`config.mk`:
```
export PLATFORM = sky130hd
export DESIGN_NAME = isa_read_server
export DESIGN_NICKNAME = d
export VERILOG_FILES = /design/src/rtl/isa_read_server.sv
export SDC_FILE = /design/constraint.sdc
export NUM_CORES = 1
export LEC_CHECK = 0
export ABC_AREA = 0
export CORE_MARGIN = 3
export CORE_UTILIZATION = 25
export DETAILED_ROUTE_END_ITERATION = 6
export PLACE_DENSITY_LB_ADDON = 0.12
export SETUP_SLACK_MARGIN = 0.15
export SLEW_MARGIN = 15
export SYNTH_ARGS = -nofsm -noshare
export SYNTH_HDL_FRONTEND = slang
export SYNTH_SLANG_ARGS = --single-unit
```
`constraint.sdc`:
```
create_clock -name clk -period 4.19 [get_ports clk]
set_input_delay 0.838 -clock clk [delete_from_list [all_inputs] [get_ports clk]]
set_output_delay 0.838 -clock clk [all_outputs]
set_load 0.05 [all_outputs]
```
`src/rtl/isa_read_server.sv`:
```
// Instruction-fetch DDR responder: turns one cache fetch request into a
// single DDR burst read and streams each beat back with a running count.
module isa_read_server #(
    parameter int DDR_ADDR_WIDTH = 28,
    parameter int DDR_DATA_WIDTH = 64,
    parameter int ISA_WIDTH      = 30,
    parameter int MAX_BURST      = 128
) (
    input  logic                      clk,
    input  logic                      rst,
    input  logic                      ISA_read_req,
    input  logic [DDR_ADDR_WIDTH-1:0] ISA_read_addr,
    input  logic [9:0]                isa_read_len,
    output logic [ISA_WIDTH-1:0]      instruction_to_cache,
    output logic                      rd_burst_data_valid,
    output logic [9:0]                rd_cnt_isa,
    output logic                      isa_rd_err,
    output logic                      rd_burst_req,
    output logic [DDR_ADDR_WIDTH-1:0] rd_burst_addr,
    output logic [9:0]                rd_burst_len,
    input  logic                      rd_burst_data_valid_ddr,
    input  logic [DDR_DATA_WIDTH-1:0] rd_burst_data_ddr,
    input  logic                      rd_burst_finish
);

    typedef enum logic [1:0] {
        IDLE,
        ISSUE,
        DATA,
        DONE
    } state_t;

    localparam logic [9:0] MAX_LEN = 10'(MAX_BURST);

    state_t     state;
    logic [9:0] len_q;
    logic [9:0] req_len;
    logic       take;
    logic [9:0] cnt_next;
    logic       unused_hi;

    assign req_len   = (isa_read_len > MAX_LEN) ? MAX_LEN : isa_read_len;
    assign take      = rd_burst_data_valid_ddr && (rd_cnt_isa < len_q);
    assign cnt_next  = rd_cnt_isa + {9'd0, take};
    assign unused_hi = ^rd_burst_data_ddr[DDR_DATA_WIDTH-1:ISA_WIDTH];

    always_ff @(posedge clk) begin
        if (rst) begin
            state                <= IDLE;
            len_q                <= '0;
            instruction_to_cache <= '0;
            rd_burst_data_valid  <= 1'b0;
            rd_cnt_isa           <= '0;
            isa_rd_err           <= 1'b0;
            rd_burst_req         <= 1'b0;
            rd_burst_addr        <= '0;
            rd_burst_len         <= '0;
        end else begin
            rd_burst_data_valid <= 1'b0;
            unique case (state)
                IDLE: begin
                    if (ISA_read_req) begin
                        len_q      <= req_len;
                        isa_rd_err <= 1'b0;
                        if (req_len == 10'd0) begin
                            state <= DONE;
                        end else begin
                            rd_burst_addr <= ISA_read_addr;
                            rd_burst_len  <= req_len;
                            rd_burst_req  <= 1'b1;
                            state         <= ISSUE;
                        end
                    end
                end
                ISSUE, DATA: begin
                    if (take) begin
                        instruction_to_cache <= rd_burst_data_ddr[ISA_WIDTH-1:0];
                        rd_burst_data_valid  <= 1'b1;
                        rd_cnt_isa           <= cnt_next;
                    end
                    if (rd_burst_data_valid_ddr || rd_burst_finish) begin
                        rd_burst_req <= 1'b0;
                        state        <= DATA;
                    end
                    // A beat accepted together with finish still counts first
                    if (cnt_next == len_q) begin
                        rd_burst_req <= 1'b0;
                        state        <= DONE;
                    end else if (rd_burst_finish) begin
                        isa_rd_err   <= 1'b1;
                        rd_burst_req <= 1'b0;
                        state        <= DONE;
                    end
                end
                DONE: begin
                    rd_burst_req <= 1'b0;
                    if (!ISA_read_req) begin
                        rd_cnt_isa <= '0;
                        state      <= IDLE;
                    end
                end
            endcase
        end
    end

endmodule

```
# After elaboration in Yosys (flattened, before gate mapping)
# Index checks and enable logic that the tools add are counted.
word_totals:
  rom_bits: 0
  latchBits: 0
  mem_bits_rw: 0
  memories: 0
  in_bits: 107
  word_cells: 62
  output_inout_bits: 81
  regBits: 93
op_classes:
  n_eq_ne: 11
  shifts: 0
  n_reduce_logical: 15
  add_sub_neg: 1
  mul: 0
  n_div: 0
  muxes: 22
  bitwise_logic: 2
  n_lt_le_gt_ge: 2
ops:
  columns: ["cell", "count"]
  rows:
  - ["10-bit two-way mux", 3]
  - ["10-bit one-hot mux with 2 select lines", 1]
  - ["2-bit two-way mux", 6]
  - ["2-bit inequality test, second input constant", 6]
  - ["3-bit AND reduction", 4]
  - ["10-bit by 1-bit adder with 10-bit output", 1]
  - ["10-bit == test", 1]
  - ["10-bit by 8-bit > comparator with 1-bit output, second input constant", 1]
  - ["10-bit zero test", 1]
  - ["10-bit less-than comparator", 1]
  - ["1-bit two-way mux", 9]
  - ["2-bit one-hot mux with 3 select lines", 1]
  - ["2-bit == test, second input constant", 2]
  - ["4-bit inequality test, second input constant", 1]
  - ["2-bit AND reduction", 2]
  - ["4-bit AND reduction", 1]
  - ["2-bit nonzero test", 2]
  - ["2-bit OR reduction", 2]
  - ["1-bit one-hot mux with 3 select lines", 1]
  - ["2-bit by 1-bit == test with 1-bit output, second input constant", 1]
  - ["2-bit zero test", 1]
  - ["1-bit inverter", 2]
  - ["1-bit one-hot mux with 2 select lines", 1]
  - ["1-bit logical AND", 1]
  - ["1-bit logical OR", 1]

# Longest topological paths before layout
logic_depth:
  depth_word: 6
  depth_mapped: 15
  ltp_nobuf: 15

# Worst setup path before layout
# Ideal clock, no wire load.
synth_path:
  path_kind: "register to register"
  from: "reg rd_cnt_isa[5]"
  to: "reg state[1]"
  path_slack_ns: 0.380
  stages_incl_launch_ff: 15
  synth_period_minus_slack_ns: 3.810
  setup_ns: 0.072
  arrival_time_ns: 3.738
  t_required_ns: 4.118
  path_buffers: 0
  path_cell_list: "dfxtp_1 -> ha_1 -> a211oi_1 -> o211ai_1 -> a41oi_1 -> nand2b_1 -> ha_1 -> ha_1 -> nand3_1 -> nor2_1 -> xnor2_1 -> nand4_1 -> or4_4 -> a31oi_2 -> mux2i_1"
synth_between:
  elab_chain_cells: 6
  elab_cells_between_ends: 8
  classes_between: "add/sub: 1; order compare: 1; eq/ne: 2; mux: 2; reduce/logical: 2"
synth_lines:
  columns: ["element", "line", "rtl"]
  rows:
  - ["start, declared", "16", "output logic [9:0] rd_cnt_isa,"]
  - ["start signal, assigned", "79", "rd_cnt_isa <= cnt_next;"]
  - ["10-bit less-than comparator (*)", "43", "assign take = rd_burst_data_valid_ddr && (rd_cnt_isa < len_q);"]
  - ["1-bit logical AND (*)", "43", null]
  - ["named net take", "38", "logic take;"]
  - ["10-bit by 1-bit adder with 10-bit output (*)", "44", "assign cnt_next = rd_cnt_isa + {9'd0, take};"]
  - ["10-bit == test (*)", "86", "if (cnt_next == len_q) begin"]
  - ["4-bit inequality test (no line) / 2-bit two-way mux (equally long branches)", null, null]
  - ["3-bit AND reduction (no line) / 2-bit one-hot mux with 3 select lines (equally long branches)", null, null]
  - ["end signal, assigned", "49", "state <= IDLE;"]
  - ["end signal, assigned", "88", "state <= DONE;"]
  - ["end signal, assigned", "92", "state <= DONE;"]
  - ["end, declared", "35", "state_t state;"]
# The timed path passes the listed nets; every way through them passes the cells marked *.
# A chain may end at the register's enable or synchronous reset.

# Worst setup path after layout
layout_path:
  from: "in rd_burst_data_valid_ddr"
  to: "reg state[1]"
layout_between:
  elab_chain_cells: 5
  elab_cells_between_ends: 8
  classes_between: "add/sub: 1; eq/ne: 2; mux: 2; reduce/logical: 3"
layout_lines:
  columns: ["element", "line", "rtl"]
  rows:
  - ["start, declared", "21", "input logic rd_burst_data_valid_ddr,"]
  - ["1-bit logical AND (*)", "43", null]
  - ["named net take", "38", null]
  - ["10-bit by 1-bit adder with 10-bit output (*)", "44", null]
  - ["10-bit == test (*)", "86", null]
  - ["4-bit inequality test (no line) / 2-bit two-way mux (equally long branches)", null, null]
  - ["3-bit AND reduction (no line) / 2-bit one-hot mux with 3 select lines (equally long branches)", null, null]
# Marked as above.

==> results.sh <==
export IMPL_start_util_pct=25.8
export IMPL_synthMuxAreaShare_pct=8.37
export IMPL_grt_pass1_wl_um=19400
export IMPL_core_mm2=0.0153
export IMPL_synth_compound_area_share_pct=13.7
export IMPL_synth_xor_area_share_pct=3.33
export IMPL_numCtsBuffers=9
export IMPL_synth_simple_area_share_pct=18.5
export IMPL_antenna_found_initial=0
export IMPL_wire_per_inst_um=14.4
export IMPL_dp_hpwl_um=8760
export IMPL_layout_commonest_cell="clkdlybuf4s50_1"
export IMPL_fin_crit_sh_pct=89.0
export IMPL_drv_cap=0
export IMPL_die_area_mm2=0.0173
export IMPL_yosys_area_top_type="dfxtp_1"
export IMPL_required_ns=4.46
export IMPL_grtUsageTotal_pct=13.8
export IMPL_p_int_w=0.00192
export IMPL_syn2layout_area_growth_pct=53.9
export IMPL_clock_latency_ns=0.34
export IMPL_seqPwrFrac_pct=34.6
export IMPL_post_cts_setup_buffers=0
export IMPL_drtIter0Drc=171
export IMPL_reg2reg_to="state[1]"
export IMPL_antenna_cells=0
export IMPL_final_cell_area_mm2=0.00607
export IMPL_netlist_instances=456
export IMPL_max_freq_mhz=268
export IMPL_r2r_cells=15
export IMPL_slowest_delay_ns=0.60
export IMPL_yosysUniqueCellTypes=40
export IMPL_fin_skew_ns=0.00560
export IMPL_clock_root_buffer="clkbuf_16"
export IMPL_layout_nets=729
export IMPL_grt_pass1_vias=3656
export IMPL_synth_area_leaders="dfxtp_1 (47%), nand2_1 (8.9%), mux2i_1 (8.4%)"
export IMPL_num_vias=3656
export IMPL_cts_repair_resized=0
export IMPL_cts_tree="yes"
export IMPL_ys_ff_latch=93
export IMPL_tightest_slew_ns=0.702
export IMPL_grt_ovfl_total=0
export IMPL_path_clk_slew_ns=0.06
export IMPL_ir_worst_vdd_mv=0.255
export IMPL_status="finished clean"
export IMPL_critPathArrivalTime_ns=4.00
export IMPL_hp_class="flip-flop to flip-flop"
export IMPL_drc=0
export IMPL_p_sw_w=0.00114
export IMPL_synth_top_family_by_area="simple AND/OR/NAND/NOR gates"
export IMPL_cts_sinks=93
export IMPL_cp_max_fo=5
export IMPL_drive_gt1_share_pct=6.85
export IMPL_power_leakage_nw=2.43
export IMPL_pwr_share_clk_pct=28.4
export IMPL_cp_slowest_cell="or4_4"
export IMPL_endpoint="state[1]"
export IMPL_powerDensity_mw_per_mm2=503
export IMPL_avgViaCountPerCell=4.44
export IMPL_slew_headroom_pct=53.2
export IMPL_finalSetupTns_ns=0
export IMPL_ioPinCount=188
export IMPL_totalWireLength_um=11900
export IMPL_drv_slew=0
export IMPL_cp_startpoint="rd_burst_data_valid_ddr"
export IMPL_fin_crit_ns=3.73
export IMPL_netlist_area_mm2=0.00395
export IMPL_rr_startpoint="len_q[5]"
export IMPL_fp_dieW_um=132
export IMPL_syn_nets=577
export IMPL_cts_htree_levels=3
export IMPL_worstPathCellList="clkdlybuf4s50_1 > nor2b_1 > nand2_1 > a41oi_1 > nand2b_1 > ha_1 > ha_1 > nand3_1 > nor2_1 > xnor2_1 > nand4_1 > or4_4 > a31oi_2 > mux2i_1"
export IMPL_pre_cts_ws_ns=0.132
export IMPL_hp_start="rd_burst_len[5]"
export IMPL_synthAdderAreaFrac_pct=4.44
export IMPL_layout_common_cells="clkdlybuf4s50_1 (152), nand2_1 (94), dfxtp_1 (93)"
export IMPL_grt_max_degree=60
export IMPL_ant_nets=0
export IMPL_p_sw_share_pct=37.3
export IMPL_fin_ws_ns=0.463
export IMPL_die_y_um=132
export IMPL_report_final_setup_viol=0
export IMPL_pwr_share_comb_pct=37.0
export IMPL_grt_setup_unrepaired="false"
export IMPL_row_count=45
export IMPL_io_buffer_count=153
export IMPL_postPlaceCellArea_mm2=0.00575
export IMPL_critPathCaptureType="flip-flop"
export IMPL_rrSetupSlack_ns=0.56
export IMPL_finalHoldViolCount=0
export IMPL_yosys_warnings=0
export IMPL_gp_congestion=0.802
export IMPL_cts_max_path_buffers=2
export IMPL_seq_area_frac_synth_pct=47.2
export IMPL_cts_hold_buf=0
export IMPL_firstDrtPassIters=4
export IMPL_crit_type="input port to flip-flop"
export IMPL_cp_common_cell="ha_1"
export IMPL_yosysTopAreaCellShare_pct=47.2
export IMPL_startpoint_type="input port"
export IMPL_avgSynthCellArea_um2=8.65
==> synth_stat cells <==
cell type	number
o21ai_1	1
nand3_1	4
a31oi_2	1
mux2i_1	33
clkbuf_1	20
ha_1	14
o211ai_1	3
nor2b_1	1
nor4_1	5
nor2_1	40
o31a_1	1
o21ai_0	11
nor3b_1	3
o32ai_1	1
xor2_1	6
nand4_4	1
o221a_2	5
or3b_1	1
buf_2	5
xnor2_1	9
o311a_1	1
a211oi_1	5
a21oi_1	48
a31oi_1	4
and3_1	3
nor3_1	8
dfxtp_1	93
a211o_1	1
inv_1	19
or4_4	1
and2_1	2
o221ai_1	2
nand2_1	94
a41oi_1	1
a311o_1	1
or3b_2	1
nand4_1	1
buf_1	1
o31ai_1	2
nand2b_1	3
==> layer usage <==
layer,track usage [%],up-vias,share of wire [%],routed length [µm]
li1,-,1857,-,-
met2,21.5,88,45,5370
met1,17.2,1696,45,5340
met3,5.74,15,8.0,954
met5,0,-,0,0
met4,4.67,0,1.7,204
==> metrics by stage <==
stage	util, %	total power (W)	hold slack (ns)	std cells
after global placement	37.6	0.00220	0.442	808
final	39.7	0.00305	0.454	824
after global routing	39.7	0.00321	0.470	824
after detailed placement	37.6	0.00221	0.450	808
after floorplan	-	0.00181	0.451	456
after CTS	39.7	0.00310	0.460	824
==> cell families (layout without fill, tap and decap cells) <==
kind of cell               count (synthesis)  in the layout
and+or+nand+nor                          168            168
adders and majority gates                 14             14
AOI/OAI and AO/OA                         88             88
buffers and inverters                     45            202
muxes                                     33             33
DFF                                       93             93
xor gates and xnor gates                  15             15
==> how the worst min path moves through the flow <==
stage / to / slack [ns] / depth (start not counted)
after floorplan: state[1] / 0.45 / 2
after CTS: rd_burst_len[5] / 0.46 / 2
final: rd_burst_len[5] / 0.45 / 2
after global routing: rd_burst_len[5] / 0.47 / 2
after detailed placement: rd_burst_addr[1] / 0.45 / 2
after global placement: rd_burst_addr[5] / 0.44 / 2
==> flip-flops by register name, summed over array words and instances, names as in the netlist <==
register,cells
isa_rd_err,1
rd_burst_addr,28
state,2
rd_burst_req,1
rd_burst_len,10
len_q,10
rd_burst_data_valid,1
rd_cnt_isa,10
instruction_to_cache,30
==> area by class of cell <==
| class | instances | area (µm²) |
|---|---|---|
| multi-input cells | 318 | 1930 |
| repair buffers | 167 | 1630 |
| clock buffers | 12 | 267 |
| fillers | 1608 | 9240 |
| well taps | 211 | 264 |
| clock inverters | 4 | 52.6 |
| inverters | 19 | 71.3 |
| flip-flops and latches | 93 | 1860 |
==> worst max-delay path: cells and delay by family <==
kind | cells | cell delay, ns
simple gates | 7 | 1.46
xor+xnor | 1 | 0.14
fa+ha+maj | 2 | 0.46
mux | 1 | 0.19
compound gates | 2 | 0.43
buf+inv | 1 | 0.47
==> power groups by stage <==
stage / registers [W] / clock network, W / logic [W]
floorplan: 0.00141 / 0 / 0.000400
global placement: 0.00107 / 0 / 0.00113
detailed placement: 0.00108 / 0 / 0.00114
CTS: 0.00106 / 0.000905 / 0.00114
global route: 0.00107 / 0.000938 / 0.00121
finish: 0.00106 / 0.000867 / 0.00113
Note: power is estimated with default switching activity, not from simulation.
